===== src/rtl/list_walker.sv =====
// Second bus master that walks a singly linked list over the native memory
// interface, sums the node data words, counts nodes and writes both back.
//
// state   | meaning
// --------+---------------------------------------------------------------
// IDLE    | waiting for start; done/error hold the last outcome
// GAP     | one idle bus cycle, then issue the request held in pend
// RD_DATA | reading node data word at ptr
// RD_NEXT | reading next pointer at ptr+4
// WR_SUM  | writing sum to result_addr
// WR_CNT  | writing count to result_addr+4
module list_walker #(
    parameter int WIDTH     = 32,
    parameter int MAX_NODES = 1024
) (
    input  logic             clk,
    input  logic             resetn,
    input  logic             start,
    input  logic [WIDTH-1:0] head_addr,
    input  logic [WIDTH-1:0] result_addr,
    output logic             busy,
    output logic             done,
    output logic             error,
    output logic [WIDTH-1:0] sum,
    output logic [WIDTH-1:0] count,
    output logic             mem_valid,
    output logic             mem_instr,
    output logic [WIDTH-1:0] mem_addr,
    output logic [WIDTH-1:0] mem_wdata,
    output logic [3:0]       mem_wstrb,
    input  logic             mem_ready,
    input  logic [WIDTH-1:0] mem_rdata
);

    typedef enum logic [2:0] {
        S_IDLE,
        S_GAP,
        S_RD_DATA,
        S_RD_NEXT,
        S_WR_SUM,
        S_WR_CNT
    } state_t;

    localparam logic [WIDTH-1:0] MAX_CNT  = WIDTH'(MAX_NODES);
    localparam logic [WIDTH-1:0] WORD_OFS = WIDTH'(4);

    state_t           state;
    state_t           pend;
    logic [WIDTH-1:0] ptr;
    logic [WIDTH-1:0] res_ptr;
    logic             hs;

    assign hs        = mem_valid & mem_ready;
    assign mem_instr = 1'b0;

    always_ff @(posedge clk or negedge resetn) begin
        if (!resetn) begin
            state     <= S_IDLE;
            pend      <= S_IDLE;
            ptr       <= '0;
            res_ptr   <= '0;
            busy      <= 1'b0;
            done      <= 1'b0;
            error     <= 1'b0;
            sum       <= '0;
            count     <= '0;
            mem_valid <= 1'b0;
            mem_addr  <= '0;
            mem_wdata <= '0;
            mem_wstrb <= 4'h0;
        end else begin
            case (state)
                S_IDLE: begin
                    if (start) begin
                        ptr     <= head_addr;
                        res_ptr <= result_addr;
                        sum     <= '0;
                        count   <= '0;
                        done    <= 1'b0;
                        error   <= 1'b0;
                        if (head_addr[1:0] != 2'b00) begin
                            // misaligned head: fail without touching the bus
                            error <= 1'b1;
                            busy  <= 1'b0;
                        end else begin
                            busy  <= 1'b1;
                            state <= S_GAP;
                            pend  <= (head_addr == '0) ? S_WR_SUM : S_RD_DATA;
                        end
                    end
                end

                S_GAP: begin
                    mem_valid <= 1'b1;
                    state     <= pend;
                    case (pend)
                        S_RD_DATA: begin
                            mem_addr  <= ptr;
                            mem_wstrb <= 4'h0;
                        end
                        S_RD_NEXT: begin
                            mem_addr  <= ptr + WORD_OFS;
                            mem_wstrb <= 4'h0;
                        end
                        S_WR_SUM: begin
                            mem_addr  <= res_ptr;
                            mem_wdata <= sum;
                            mem_wstrb <= 4'hF;
                        end
                        S_WR_CNT: begin
                            mem_addr  <= res_ptr + WORD_OFS;
                            mem_wdata <= count;
                            mem_wstrb <= 4'hF;
                        end
                        default: begin
                            mem_valid <= 1'b0;
                            busy      <= 1'b0;
                            state     <= S_IDLE;
                        end
                    endcase
                end

                S_RD_DATA: begin
                    if (hs) begin
                        sum       <= sum + mem_rdata;
                        count     <= count + WIDTH'(1);
                        mem_valid <= 1'b0;
                        state     <= S_GAP;
                        pend      <= S_RD_NEXT;
                    end
                end

                S_RD_NEXT: begin
                    if (hs) begin
                        ptr       <= mem_rdata;
                        mem_valid <= 1'b0;
                        if (mem_rdata == '0) begin
                            state <= S_GAP;
                            pend  <= S_WR_SUM;
                        end else if ((mem_rdata[1:0] != 2'b00) || (count == MAX_CNT)) begin
                            // bad pointer or node limit reached: abort, no result writes
                            error <= 1'b1;
                            busy  <= 1'b0;
                            state <= S_IDLE;
                        end else begin
                            state <= S_GAP;
                            pend  <= S_RD_DATA;
                        end
                    end
                end

                S_WR_SUM: begin
                    if (hs) begin
                        mem_valid <= 1'b0;
                        mem_wstrb <= 4'h0;
                        state     <= S_GAP;
                        pend      <= S_WR_CNT;
                    end
                end

                S_WR_CNT: begin
                    if (hs) begin
                        mem_valid <= 1'b0;
                        mem_wstrb <= 4'h0;
                        busy      <= 1'b0;
                        done      <= 1'b1;
                        state     <= S_IDLE;
                    end
                end

                default: begin
                    mem_valid <= 1'b0;
                    busy      <= 1'b0;
                    state     <= S_IDLE;
                end
            endcase
        end
    end

endmodule


===== config.mk =====
export PLATFORM = sky130hd
export DESIGN_NAME = list_walker
export DESIGN_NICKNAME = d
export VERILOG_FILES = /design/src/rtl/list_walker.sv
export SDC_FILE = /design/constraint.sdc
export NUM_CORES = 1
export LEC_CHECK = 0
export BUFFER_PORTS_ARGS = -buffer_cell sky130_fd_sc_hd__buf_2
export CAP_MARGIN = 5
export CORE_ASPECT_RATIO = 1.5
export CORE_UTILIZATION = 28
export DETAILED_ROUTE_END_ITERATION = 16
export SLEW_MARGIN = 25
export SYNTH_ARGS = -nofsm -noshare
export SYNTH_HDL_FRONTEND = slang
export SYNTH_SLANG_ARGS = --single-unit

===== constraint.sdc =====
create_clock -name clk -period 10.3 [get_ports clk]
set_clock_uncertainty 0.15 [all_clocks]
set_input_delay 1.03 -clock clk [delete_from_list [all_inputs] [get_ports clk]]
set_output_delay 1.03 -clock clk [all_outputs]
set_load 0.02 [all_outputs]

### Yosys cells after proc, flatten, opt, wreduce, memory -nomap -nowiden

Index checks and enable logic that the tools add are counted.

* flip-flop bits (word level): 206
* latch bits: 0
* RAM bits: 0
* bits in read-only memories: 0
* input port bits: 100
* output and inout port bits: 137
* logic and storage cells: 125
* memories: 0

* add/subtract/negate cells: 4
* $mul: 0
* divide/modulo/power cells: 0
* $lt $le $gt $ge: 0
* equal/unequal tests: 24
* shift operators: 0
* mux-type cells: 50
* bitwise logic cells: 3
* reductions and logical operators: 31

Operators with widths (count)
* $pmux 32 s2: 4
* $mux 32: 5
* $pmux 32 s4: 1
* $add 32x3->32 const B: 2
* $logic_not 32->1: 2
* $mux 3: 14
* $add 32x1->32 const B: 1
* $add 32x32->32: 1
* $eq 32x11->1 const B: 1
* $ne 2x2->1 const B: 9
* $mux 1: 17
* $pmux 4 s2: 2
* $pmux 3 s5: 1
* $reduce_and 7->1: 2
* $reduce_bool 2->1: 7
* $eq 3x2->1 const B: 4
* $eq 3x3->1 const B: 4
* $pmux 3 s4: 1
* $reduce_and 3->1: 4
* $reduce_and 5->1: 2
* $reduce_and 2->1: 4
* $reduce_bool 4->1: 2
* $reduce_or 2->1: 4
* $reduce_or 4->1: 2
* other kinds (11): 16

### Logic depth before layout (Yosys ltp)

Gate-level depths: netlist of run 1.

* depth after elaboration: 6
* mapped depth: 16
* mapped depth without buffers: 12

### Least setup slack after synthesis of run 1

Ideal clock, no wire load.

* path kind: register to register
* from: reg pend[1]
* to: reg mem_addr[30]
* library setup time: 0.132 ns
* arrival: 3.646 ns
* data required time: 10.018 ns
* path slack: 6.372 ns
* cell stages (with the launch flop): 16
* path buffers: 5
* clock period less this slack: 3.928 ns
* path through: dfrtp_1 clkbuf_1 nand3b_1 buf_2 buf_1 buf_2 buf_1 nand2_1 nand2_1 ha_1 o2111a_1 nor3b_1 nand3_1 or3_1 a21oi_1 o31ai_1

* longest elaborated chain between the ends: 3
* elaborated cells on any way between the ends: 7
* classes of those cells: eq/ne: 4; mux: 1; reduce/logical: 2

RTL lines
* start, declared: line 48 `state_t pend;`
* start signal, assigned: line 88 `pend <= (head_addr == '0) ? S_WR_SUM : S_RD_DATA;`
* $eq 3x3->1 or $eq 3x2->1 (tied branches): line 96 `case (pend)`
* $reduce_bool 4->1 (no source line)
* $reduce_and 2->1 (no source line)
* end signal, assigned: line 98 `mem_addr <= ptr;`
* end signal, assigned: line 102 `mem_addr <= ptr + WORD_OFS;`
* end signal, assigned: line 106 `mem_addr <= res_ptr;`
* end, declared: line 28 `output logic [WIDTH-1:0] mem_addr,`

Several ways; a longest one is shown, not always the timed one.
A chain may end at the register's enable or synchronous reset.

### Worst setup path after layout of run 1

* from: reg pend[0]
* to: reg mem_addr[29]

The elaborated chain is that of the path after synthesis.

==> metrics.md, run 1 <==
| Metric | Value |
|---|---|
| Die W | `171 µm` |
| Post-layout nets | `1735` |
| Synth cell types | `72` |
| CP bufs+invs | `0` |
| Detailed placement HPWL | `32900 µm` |
| Worst vdd ir | `0.129 mV` |
| Fin. Hold Viols | `0` |
| RSZ-0062 raised after global routing | `no` |
| Total Neg Setup Slack | `0 ns` |
| Hold Buf Count CTS | `0` |
| CP max stage delay | `around 0.8 ns` |
| Pre-antenna DRT Iters | `7` |
| Leak pwr | `7.20 nW` |
| Power Density | `249 nW/µm²` |
| Fmax | `0.244 GHz` |
| Post-Route WL | `43600 µm` |
| Vias post-DR | `around 11k` |
| Period utilization | `39.8%` |
| Startpoint Class | `flip-flop` |
| Top cells by area, synth | `dfrtp_1 (42%), nand2_1 (8.1%), mux2i_1 (6.4%)` |
| Most numerous cell in the Yosys netlist | `nand2_1` |
| Status | `complete, no violations` |
| GRT Residual Overflow | `0` |
| GRT Total Usage | `19.8%` |
| Area share of the largest cell type after synthesis | `42.2%` |
| Final worst path period need | `4.10 ns` |
| Worst skew pair latency | `0.53 ns` |
| MaxCap Viol Count | `0` |
| Number of core rows | `a little over 90` |
| CTS Sinks | `203` |
| # placed instances | `approximately 2.1k` |
| First-pass GRT wire length | `66900 µm` |
| Cells along the critical path | `and3b_1, mux2_2, o21ai_1, nor4_2, nand2b_1, nor4_1, xnor2_1, a222oi_1, o21ai_0` |
| Post-synth ARST share | `between 90% and 100%` |
| Routability-driven placement congestion ratio | `0.865` |
| Initial antenna violation count | `13` |
| Number of top-level pins | `237` |
| Synth top cells by count | `nand2_1 (259), dfrtp_1 (203), nor2_1 (145)` |
| Post-synthesis register bit count | `203` |
| Final setup fails | `0` |
| CTS tree | `done` |
| Synth Flop Type | `dfrtp_1` |
| Rel. slew slack | `39.0%` |
| Number of vias per cell | `5.17` |
| Die height | `256 µm` |
| Worst EP required | `10.53 ns` |
| Hold Path Class | `reg2reg` |
| Drt initial violations | `627` |
| CORE AREA | `42200 µm²` |
| Yosys synthesis warning count | `0` |
| # H-tree levels | `1` |
| Cell taking the most area after synthesis | `dfrtp_1` |
| Crit-path max FO | `18` |
| Syn Inst Count | `1404` |
| CP endpoint kind | `flip-flop` |
| Slew @ Worst Pin | `0.907 ns` |
| Cell family with most CP delay | `simple AND/OR/NAND/NOR gates` |
| Number of synthesized flops with an enable pin | `0` |
| Number of global-route vias before repair | `11.4k` |
| Syn-to-layout area delta | `21.3%` |
| Final std cells w/o fill | `2188` |
| Syn_area_per_cell | `8.58 µm²` |
| Residual DRC | `0` |
| Cts repair resizes | `0` |
| Arrival time at the worst endpoint | `roughly 4.3 ns` |
| Max-slew violation count | `0` |
| Initial core utilization | `between 20 and 30%` |
| Setup bufs post-CTS | `0` |
| Cts bufs inserted | `23` |
| Largest net degree at the start of global routing | `72` |
| CTS max path bufs | `3` |
| Syn_nets | `~1.5k` |
| Clock root cell | `clkbuf_16` |
| Post-route ant nets | `0` |
| Layout cell share with drive strength beyond 1 | `19.9%` |
| Wire per inst | `19.9 µm` |
| PortBufs | `235` |
| CP Class | `reg2reg` |
| Slowest CP cell | `dfrtp_1` |
| Die Area | `43900 µm²` |
| Clock transition at path regs | `0.06 ns` |
| Seq/Total Area, Yosys | `42.2%` |
| Synthesized area | `12000 µm²` |
==> cells by family (layout without fill, tap and decap cells) <==
logic type,Yosys count,in the layout,synth area share (%)
flops,203,203,42.2
simple gates,580,580,21.7
xor+xnor,78,78,5.67
other cells,1,9,0.0311
buf+inv,102,314,3.41
mux,81,81,6.78
fa+ha+maj,35,35,3.70
compound gates,324,324,16.6
==> routing by layer <==
metal  global-route usage [%]  part of all wire [%]  up-vias
met2                     35.6                    51      371
li1                         -                     -     5350
met1                     22.3                    38     5488
met5                        0                  0.15        -
met3                     3.32                   5.5      102
met4                     9.85                   5.0       10
==> flip-flops by register name, summed over array words and instances, names as in the netlist, 3 cells and up <==
signal,flops
mem_wdata,32
ptr,32
mem_addr,32
pend,3
sum,32
state,3
res_ptr,32
count,32
==> power breakdown <==
group / total, mW / switching [mW] / internal (mW)
Combinational: 1.41 / 0.861 / 0.549
Sequential: 1.33 / 0.302 / 1.03
Clock: 0.887 / 0.361 / 0.526
==> area by class of cell <==
class,instances,area [µm²]
diodes,8,20.0
clock buffers,29,658
clock inverters,12,143
fillers,4463,27600
inverters,20,75.1
multi-input cells,1099,6590
flip-flops and latches,203,5080
well taps,564,706
repair buffers,253,1330
==> final timing paths <==
check                      slack [ns]  cells past startpoint   startpoint            to
max                              6.20                      9      pend[0]  mem_addr[29]
min                              0.32                      2  mem_addr[4]   mem_addr[4]
max reg2reg                      6.20                      9      pend[0]  mem_addr[29]
min reg2reg                      0.32                      2  mem_addr[4]   mem_addr[4]
max in group asynchronous        8.55                      2       resetn          done
min in group asynchronous        0.33                      1       resetn   mem_addr[5]
==> placed cells by master, fill, tap and decap left out, types with 5 or more instances in the layout <==
cell,count
nor2_1,144
a211oi_1,11
nor3b_1,7
o21ai_0,109
dfrtp_1,203
clkbuf_16,23
buf_2,234
or2_2,7
a221oi_1,13
a21o_1,14
nand3_1,47
ha_1,34
inv_1,19
o31ai_1,6
clkinv_2,6
nor3_1,16
nand2b_1,13
buf_4,16
diode_2,8
mux2i_1,77
a21oi_1,88
or3_1,10
nand2_1,258
xnor2_1,38
nand4_1,18
a22o_1,5
o21a_1,12
and3_1,8
nor4_1,23
o22ai_1,11
nor2b_1,5
clkbuf_8,7
and2_1,5
a31oi_1,6
o41ai_1,6
xor2_1,40
==> through the flow <==
| stage | util (%) | instance area [µm²] | hold slack [ns] | power, mW | setup WS [ns] |
|---|---|---|---|---|---|
| 4_1_cts | 34.5 | 14600 | 0.320 | 3.67 | 6.22 |
| 6_report | 34.6 | 14600 | 0.316 | 3.63 | 6.20 |
| 3_5_place_dp | 32.6 | 13800 | 0.305 | 2.76 | 6.25 |
| 2_1_floorplan | - | 12000 | 0.296 | 2.25 | 6.37 |
| 5_1_grt | 34.5 | 14600 | 0.345 | 3.87 | 5.93 |
| 3_3_place_gp | 32.6 | 13800 | 0.302 | 2.73 | 6.21 |
==> tightest hold or removal path: stages (launching register included) <==
cell	delay [ns]
dfrtp_1	0.34
nand2_1	0.05
nand2_1	0.05
Power figures use the tool's default switching activity.
==> run 2: changes to the inputs <==
==> constraint.sdc (replaced) <==
create_clock -name clk -period 3.4 [get_ports clk]
set_clock_uncertainty 0.15 [all_clocks]
set_input_delay 0.34 -clock clk [delete_from_list [all_inputs] [get_ports clk]]
set_output_delay 0.34 -clock clk [all_outputs]
set_load 0.02 [all_outputs]
==> run 2 against run 1 <==
Effect of this change: sequential share of layout area fell by 1.5 points; sequential cell count did not move; highest routed layer unchanged; largest power group unchanged; first-iteration DRC count fell by 15%; count of clock-buffer cells in the layout rose by 6; maximum frequency rose by 31%; total power rose to 3.0 times the previous value; largest cell class unchanged; via count rose by 2.3%; clock power rose to 2.8 times the previous value; routed wire length rose by 0.36%; setup slack got worse by 5.9 ns; utilization rose by 1.6 points; combinational power rose to 3.2 times the previous value.
==> metrics.md, run 2 (same netlist as run 1, synthesis figures left out) <==
| Metric | Value |
|---|---|
| Final hold slack | `0.0199 ns (-0.296 ns)` |
| CP bufs+invs | `0 (unchanged)` |
| CP endpoint kind | `flip-flop` |
| Rel. slew slack | `42.4% (+3.4 points)` |
| Slowest CP cell | `dfrtp_1` |
| CP max stage delay | `0.52 ns (-0.27 ns)` |
| Worst reg-to-reg path cell count | `9 (unchanged)` |
| Detailed placement HPWL | `34100 µm (+3.6%)` |
| Die height | `256 µm (unchanged)` |
| Fmax | `0.320 GHz (+31%)` |
| Crit. Startpoint | `state[0]` |
| Post-layout nets | `1817 (+4.7%)` |
| Status | `complete, no violations` |
| Arrival time at the worst endpoint | `3.41 ns (-0.92 ns)` |
| Die Area | `43900 µm² (unchanged)` |
| CORE AREA | `42200 µm² (unchanged)` |
| Residual DRC | `0 (unchanged)` |
| Fin. Hold Viols | `0 (unchanged)` |
| R2r setup slk | `0.28 ns (-5.92 ns)` |
| Number of vias per cell | `5.12 (-1.1%)` |
| CTS max path bufs | `3 (unchanged)` |
| Total Neg Setup Slack | `0 ns (unchanged)` |
| Post-route ant nets | `0 (unchanged)` |
| Cts bufs inserted | `22 (-4.3%)` |
| WHS Endpoint | `ptr[24]` |
| Initial core utilization | `28.5% (unchanged)` |
| CTS tree | `done` |
| Layout cell share with drive strength beyond 1 | `20.7% (+0.82 points)` |
| Clock root cell | `clkbuf_16` |
| Drt initial violations | `536 (-15%)` |
| Cell family with most CP delay | `simple AND/OR/NAND/NOR gates` |
| GRT Total Usage | `20.0% (+0.13 points)` |
| MaxCap Viol Count | `0 (unchanged)` |
| CP Class | `reg2reg` |
| Clock transition at path regs | `0.06 ns (about the same)` |
| RSZ-0062 raised after global routing | `no` |
| Worst vdd ir | `0.385 mV (+200%)` |
| Crit-path max FO | `11 (-7)` |
| Initial antenna violation count | `8 (-5)` |
| Worst skew pair latency | `0.52 ns (about the same)` |
| First-pass GRT wire length | `67600 µm (+1.0%)` |
| Syn-to-layout area delta | `26.7%` |
| Seq. cell area | `5080 µm² (unchanged)` |
| Leak pwr | `7.52 nW (+4.5%)` |
| Startpoint Class | `flip-flop` |
| Vias post-DR | `11.6k (+2.3%)` |
| Wire per inst | `19.3 µm (-3.0%)` |
| Most common cell after layout, fill and taps aside | `nand2_1` |
| Hold Crit Depth | `3 (+1)` |
| Final instance area | `15300 µm² (+4.5%)` |
| Die W | `171 µm (unchanged)` |
| PortBufs | `235 (unchanged)` |
| Pre-antenna DRT Iters | `5 (-2)` |
| Cells along the critical path | `nor4b_4, a31oi_2, or4_4, or2_4, nor3_4, nand2b_2, or2_1, or3_1, a21oi_1` |
| Power Density | `715 nW/µm² (+190%)` |
| Hold Path Class | `in2reg` |
| # H-tree levels | `1 (unchanged)` |
| Dpl cell area | `14100 µm² (+2.2%)` |
| Final setup fails | `0 (unchanged)` |
| GRT Residual Overflow | `0 (unchanged)` |
| Post-Route WL | `43700 µm (+0.36%)` |
| Worst EP required | `3.69 ns (-6.84 ns)` |
| Worst r2r src | `state[0]` |
| Hold path start | `head_addr[24]` |
| Setup bufs post-CTS | `0 (unchanged)` |
| Largest net degree at the start of global routing | `87 (+21%)` |
| Fill cells | `4422 (-0.92%)` |
| Commonest non-fill, non-tap cells in the layout | `nand2_1 (258), buf_2 (234), dfrtp_1 (203), nor2_1 (145), o21ai_0 (109)` |
| Number of global-route vias before repair | `11.9k (+4.2%)` |
| Final worst path period need | `3.12 ns (-0.975 ns)` |
| Number of core rows | `92 (unchanged)` |
| Period utilization | `91.8% (+52 points)` |
| Multi-input gate area | `6590 µm² (about the same)` |
| Slew @ Worst Pin | `0.864 ns (-0.0433 ns)` |
| Max-slew violation count | `0 (unchanged)` |
| CTS Sinks | `203 (unchanged)` |
| Reg-to-Reg End | `count[27]` |
| Number of top-level pins | `237 (unchanged)` |
| Routability-driven placement congestion ratio | `0.882 (+1.9%)` |
==> run 2: stage by stage <==
stage / worst slack (ns) / instances / utilization (%) / power, mW
floorplan: 0.0309 / 1404 / - / 6.80
global placement: 0.201 / 2178 / 33.3 / 8.36
detailed placement: 0.155 / 2178 / 33.3 / 8.45
CTS: 0.178 / 2261 / 36.1 / 11.0
global route: 0.0162 / 2263 / 36.1 / 11.7
finish: 0.278 / 2264 / 36.1 / 10.9
==> run 2: worst min-delay path, delay by kind of cell <==
family / cells / cell delay [ns]
mux: 1 / 0.07
buf+inv: 1 / 0.09
compound gates: 1 / 0.14
==> run 2: power breakdown <==
group | switching, mW | total [mW] | internal (mW)
clock | 1.03 | 2.46 | 1.43
combinational | 2.69 | 4.48 | 1.79
sequential | 0.839 | 3.97 | 3.13
==> run 2: worst max path at each step <==
stage                   endpoint  slack [ns]  cells after the start
floorplan           mem_addr[30]        0.03                     14
global placement         sum[24]        0.20                     14
detailed placement       sum[29]        0.16                     11
CTS                      sum[29]        0.18                     10
global route             sum[29]        0.02                     10
finish                 count[27]        0.28                      9
==> run 2: metal layers <==
layer	up-vias	track usage, %	part of all wire, %
met3	84	3.09	5.1
met2	343	37.9	54
met5	-	0	0.15
met1	5646	21.4	37
met4	10	8.13	3.5
li1	5498	-	-
==> run 2: layout make-up <==
type                    instances  area share, %
multi-input cells            1099           43.2
clock inverters                 4          0.336
repair buffers                336           13.6
clock buffers                  35           4.40
well taps                     564           4.63
diodes                          3         0.0492
inverters                      20          0.492
flip-flops and latches        203           33.3
==> run 2: timing repair <==
action,CTS,global route
endpoints found under the setup margin,0,2
resized for setup,0,2
endpoints found under the hold margin,125,0
hold buffers,44,0
